[src/rtl/ps2_host_tx.sv]
// PS/2 host-to-device transmitter: inhibit, request-to-send, 8 data + odd parity + stop, ACK check.
// Latency: clock line pulled low the cycle after accept; outputs registered, line inputs seen 2 cycles late.
// Backpressure: tx_ready high only when idle; requests made while busy are dropped, not queued.
module ps2_host_tx #(
    parameter int INHIBIT_CYCLES = 5000,
    parameter int TIMEOUT_CYCLES = 750000
) (
    input  logic       clock,
    input  logic       reset,
    input  logic [7:0] tx_data,
    input  logic       tx_valid,
    output logic       tx_ready,
    input  logic       ps2_clk_in,
    input  logic       ps2_dat_in,
    output logic       ps2_clk_oe,
    output logic       ps2_dat_oe,
    output logic       busy,
    output logic       tx_done,
    output logic       tx_error
);

    localparam int IW = $clog2(INHIBIT_CYCLES + 1);
    localparam int TW = $clog2(TIMEOUT_CYCLES + 1);
    localparam logic [IW-1:0] INH_LAST = IW'(INHIBIT_CYCLES - 1);
    localparam logic [TW-1:0] TO_LAST  = TW'(TIMEOUT_CYCLES - 1);

    typedef enum logic [2:0] {IDLE, INHIBIT, REQ, SEND, ACK, WAIT_IDLE} state_t;

    state_t        state;
    logic [9:0]    frame;
    logic [3:0]    bit_cnt;
    logic [IW-1:0] inh_cnt;
    logic [TW-1:0] to_cnt;
    logic          clk_s1, clk_s2, clk_prev;
    logic          dat_s1, dat_s2;
    logic          clk_fall;

    assign clk_fall = clk_prev & ~clk_s2;

    always_ff @(posedge clock or negedge reset) begin
        if (!reset) begin
            state      <= IDLE;
            frame      <= '0;
            bit_cnt    <= '0;
            inh_cnt    <= '0;
            to_cnt     <= '0;
            clk_s1     <= 1'b1;
            clk_s2     <= 1'b1;
            clk_prev   <= 1'b1;
            dat_s1     <= 1'b1;
            dat_s2     <= 1'b1;
            tx_ready   <= 1'b1;
            ps2_clk_oe <= 1'b0;
            ps2_dat_oe <= 1'b0;
            busy       <= 1'b0;
            tx_done    <= 1'b0;
            tx_error   <= 1'b0;
        end else begin
            clk_s1   <= ps2_clk_in;
            clk_s2   <= clk_s1;
            clk_prev <= clk_s2;
            dat_s1   <= ps2_dat_in;
            dat_s2   <= dat_s1;
            tx_done  <= 1'b0;
            tx_error <= 1'b0;

            case (state)
                IDLE: begin
                    tx_ready <= 1'b1;
                    if (tx_valid && tx_ready) begin
                        frame      <= {1'b1, ~^tx_data, tx_data};
                        inh_cnt    <= '0;
                        tx_ready   <= 1'b0;
                        busy       <= 1'b1;
                        ps2_clk_oe <= 1'b1;
                        state      <= INHIBIT;
                    end
                end
                INHIBIT: begin
                    if (inh_cnt == INH_LAST) begin
                        ps2_dat_oe <= 1'b1;
                        state      <= REQ;
                    end else begin
                        inh_cnt <= inh_cnt + 1'b1;
                    end
                end
                REQ: begin
                    ps2_clk_oe <= 1'b0;
                    to_cnt     <= '0;
                    bit_cnt    <= '0;
                    state      <= SEND;
                end
                default: begin
                    // The timeout covers the whole device-clocked phase, even if no edge ever arrives.
                    if (to_cnt == TO_LAST) begin
                        ps2_clk_oe <= 1'b0;
                        ps2_dat_oe <= 1'b0;
                        busy       <= 1'b0;
                        tx_error   <= 1'b1;
                        state      <= IDLE;
                    end else begin
                        to_cnt <= to_cnt + 1'b1;
                        case (state)
                            SEND: begin
                                if (clk_fall) begin
                                    ps2_dat_oe <= ~frame[0];
                                    frame      <= {1'b0, frame[9:1]};
                                    bit_cnt    <= bit_cnt + 4'd1;
                                    if (bit_cnt == 4'd9) state <= ACK;
                                end
                            end
                            ACK: begin
                                if (clk_fall) begin
                                    if (dat_s2) begin
                                        ps2_dat_oe <= 1'b0;
                                        busy       <= 1'b0;
                                        tx_error   <= 1'b1;
                                        state      <= IDLE;
                                    end else begin
                                        state <= WAIT_IDLE;
                                    end
                                end
                            end
                            WAIT_IDLE: begin
                                if (clk_s2 && dat_s2) begin
                                    busy    <= 1'b0;
                                    tx_done <= 1'b1;
                                    state   <= IDLE;
                                end
                            end
                            default: state <= IDLE;
                        endcase
                    end
                end
            endcase
        end
    end

endmodule
[config.mk]
export PLATFORM = sky130hd
export DESIGN_NAME = ps2_host_tx
export DESIGN_NICKNAME = d
export VERILOG_FILES = /design/src/rtl/ps2_host_tx.sv
export SDC_FILE = /design/constraint.sdc
export NUM_CORES = 1
export LEC_CHECK = 0
export CAP_MARGIN = 15
export CORE_UTILIZATION = 46
export DETAILED_ROUTE_END_ITERATION = 10
export GPL_ROUTABILITY_DRIVEN = 0
export PLACE_DENSITY = 0.61
export SYNTH_ARGS = -nofsm -noshare
export SYNTH_HDL_FRONTEND = slang
export SYNTH_SLANG_ARGS = --single-unit
[constraint.sdc]
create_clock -name clock -period 2.6 [get_ports clock]
set_input_delay 0.52 -clock clock [delete_from_list [all_inputs] [get_ports clock]]
set_output_delay 0.52 -clock clock [all_outputs]
set_load 0.02 [all_outputs]
==> out/summary.txt <==
Synth warnings: 0
Vias per cell: 5.501
Count of final hold-check violations: 0
Min cycle time layout: 2.099 ns
Post-synth EDFFs: 0
Clock group share of total power: 25.0%
Syn Nets: 337
Global-route wire length before repair: 11.16 mm
Area share of the largest cell type after synthesis: 42.97%
Starting density of the core: 47.41%
Headroom to the max-slew limit: 58.27%
Max FO, Critical Path: 10
Status: finished clean
Asr flop ratio synth: 100.0%
Post-DP Area: 3500 sq um
Worst IR Drop VDD: 0.4168 mV
Routed WL: 6.344 mm
Slew Limit Fails: 0
Type of origin of the critical path: flop
Setup Viol. Count Final: 0
Kind of critical path: reg2reg
Post-CTS setup buffer count: 0
Tot Pwr: 3.209 mW
CP bufs+invs: 0
Crit path cell chain: nor4b_1 -> nand4_1 -> or2_1 -> o2bb2ai_1 -> a22o_1
FP Rows: 30
Layout cells sized above 1: 17.66%
Leakage power: 1.523 nW
Register area share after synthesis: 47.89%
Pin count of the biggest net entering global routing: 37
Mean Syn Cell Area: 10.01 sq um
Primary FF master, synth: dfrtp_1
Post-Syn Instances: 320
Worst min path class: in2async
DR vias: 2371
CTS tree: built
Int Power: 2.117 mW
Final TNS setup: 0 ns
Worst Path Required: 2.82 ns
Least-Margin Pin Slew: 0.6259 ns
Sw Share: 34.02%
Avg WL per Cell: 14.72 um
Top delay family on crit path: simple AND/OR/NAND/NOR gates
Max-cap violations: 0
Die height: 85.45 um
IO buf count: 18
Final nets: 363
# resized after CTS: 0
Grt ovf: 0
Pwr dens: 871.2 nW/um^2
Worst path max stage delay: 0.44 ns
Synth unique cells: 51
Synthesized area: 3203 sq um
Seq cells post-synth: 61
Worst-path clk slew: 0.08 ns
Post-route ant nets: 0
Setup crit end kind: flop
RSZ-0062 raised after global routing: false
CP max stage cell: nor4b_1
Part of the power in registers: 41.0%
Net Switching: 1.092 mW
Clk sinks: 61
Gr usage total: 19.64%
Combinational power share: 34.0%
Root Buffer: clkbuf_8
F_max: 0.4763 GHz
Clock skew: 0.01589 ns
Drt pass-1 iters: 4
DRC viols: 0
Crit share post-route: 80.75%
DP HPWL: 4.427 mm
# IOs: 19
Clock buffer depth: 2
Die area: 7301 sq um
Largest area contributor in the netlist: dfrtp_1
Worst-skew pair later-pin latency: 0.34 ns
Area delta synth->final: 15.00%
Initial antenna violation count: 0
Synth top area cells: dfrtp_1 (43%), mux2_2 (6.3%), nor2_1 (5.3%), dfstp_2 (4.9%), xnor2_1 (4.9%)
Vias in the first global route: 2310
DIE WIDTH: 85.45 um
TritonCTS buffer count: 9
ANT cells: 0
Max H-tree Level: 3
WP data arrival: 2.32 ns
Number of DRC markers in iteration 0: 163
Cts hold-fix bufs: 0
Core area: 6756 sq um
Design area: 3684 sq um
power by group through the flow:
stage	combinational (mW)	sequential, mW	clock, mW
floorplan	0.818	1.30	0
global placement	1.07	1.33	0
detailed placement	1.10	1.33	0
CTS	1.10	1.32	0.825
global route	1.21	1.35	0.878
finish	1.09	1.32	0.802
placed cells by master, fill, tap and decap left out, types with 5 or more instances in the layout:
cell type        count
dfrtp_1             55
nor2_1              45
nand2_1             23
mux2_2              18
xnor2_1             18
clkdlybuf4s50_1     17
nand3_1             15
nor3_1              13
xor2_1              13
o21ai_0             12
inv_1                9
clkbuf_8             9
a21oi_1              8
buf_4                8
nand4_1              6
dfstp_2              6
and3_1               5
nand2b_1             5
state kept, by name, indices dropped and copies added (netlist names), 3 cells and up:
register and cells:
state 3, frame 10, to_cnt 20, inh_cnt 13, bit_cnt 4
cells by family after synthesis:
logic type / Yosys count / synth area share [%]
simple gates: 136 / 22.07
flops: 61 / 47.89
compound gates: 47 / 10.16
xor+xnor: 31 / 8.477
buf+inv: 21 / 2.890
mux: 20 / 6.953
fa+ha+maj: 4 / 1.563
metrics by stage:
step | worst slack (ns) | utilization [%] | instances | hold slack (ns)
2_1_floorplan | 0.7838 | - | 320 | 0.2244
6_report | 0.5006 | 54.52 | 431 | 0.1929
5_1_grt | 0.3595 | 54.52 | 431 | 0.2328
3_3_place_gp | 0.4948 | 51.80 | 415 | 0.3465
4_1_cts | 0.4624 | 54.52 | 431 | 0.2024
3_5_place_dp | 0.4926 | 51.80 | 415 | 0.3468
metal layers:
metal	up-vias	GRT usage, %	wire (um)
met3	15	3.502	194
met5	-	0	0
met2	37	29.60	2858
met4	0	9.697	158
li1	1177	-	-
met1	1142	27.36	3133
cells in the mapped netlist, types with 2 or more instances:
cell and n:
dfrtp_1 55, nor2_1 45, nand2_1 23, mux2_2 18, xnor2_1 18, nand3_1 15, nor3_1 13, xor2_1 13
o21ai_0 12, inv_1 9, a21oi_1 8, dfstp_2 6, nand4_1 6, and3_1 5, buf_2 5, nand2b_1 5
clkbuf_1 4, ha_1 4, o211ai_1 4, o31ai_1 4, nor4_1 3, o22ai_1 3, o311ai_0 3, or2_2 3
a211oi_1 2, a21o_1 2, a31oi_1 2, buf_4 2, mux2i_1 2, o21a_1 2, or3_2 2, or4_1 2
or4b_4 2
path summary, 6_finish.rpt:
| kind | from | endpoint | slack (ns) | cells after the start |
|---|---|---|---|---|
| setup / recovery | to_cnt[10] | state[0] | 0.50 | 5 |
| hold / removal | reset | inh_cnt[0] | 0.19 | 1 |
| setup reg to reg | to_cnt[10] | state[0] | 0.50 | 5 |
| hold reg to reg | dat_s1 | dat_s2 | 0.36 | 0 |
| max in group asynchronous | reset | dat_s1 | 1.73 | 2 |
| min in group clock | dat_s1 | dat_s2 | 0.36 | 0 |
cell type report:
cell class              count  area (sq um)
inverters                   9         33.78
flip-flops and latches     61          1534
repair buffers             27         255.2
clock inverters             5         52.55
fillers                   615          3073
well taps                  80         100.1
clock buffers              11         131.4
multi-input cells         238          1577
Power figures use the tool's default switching activity.
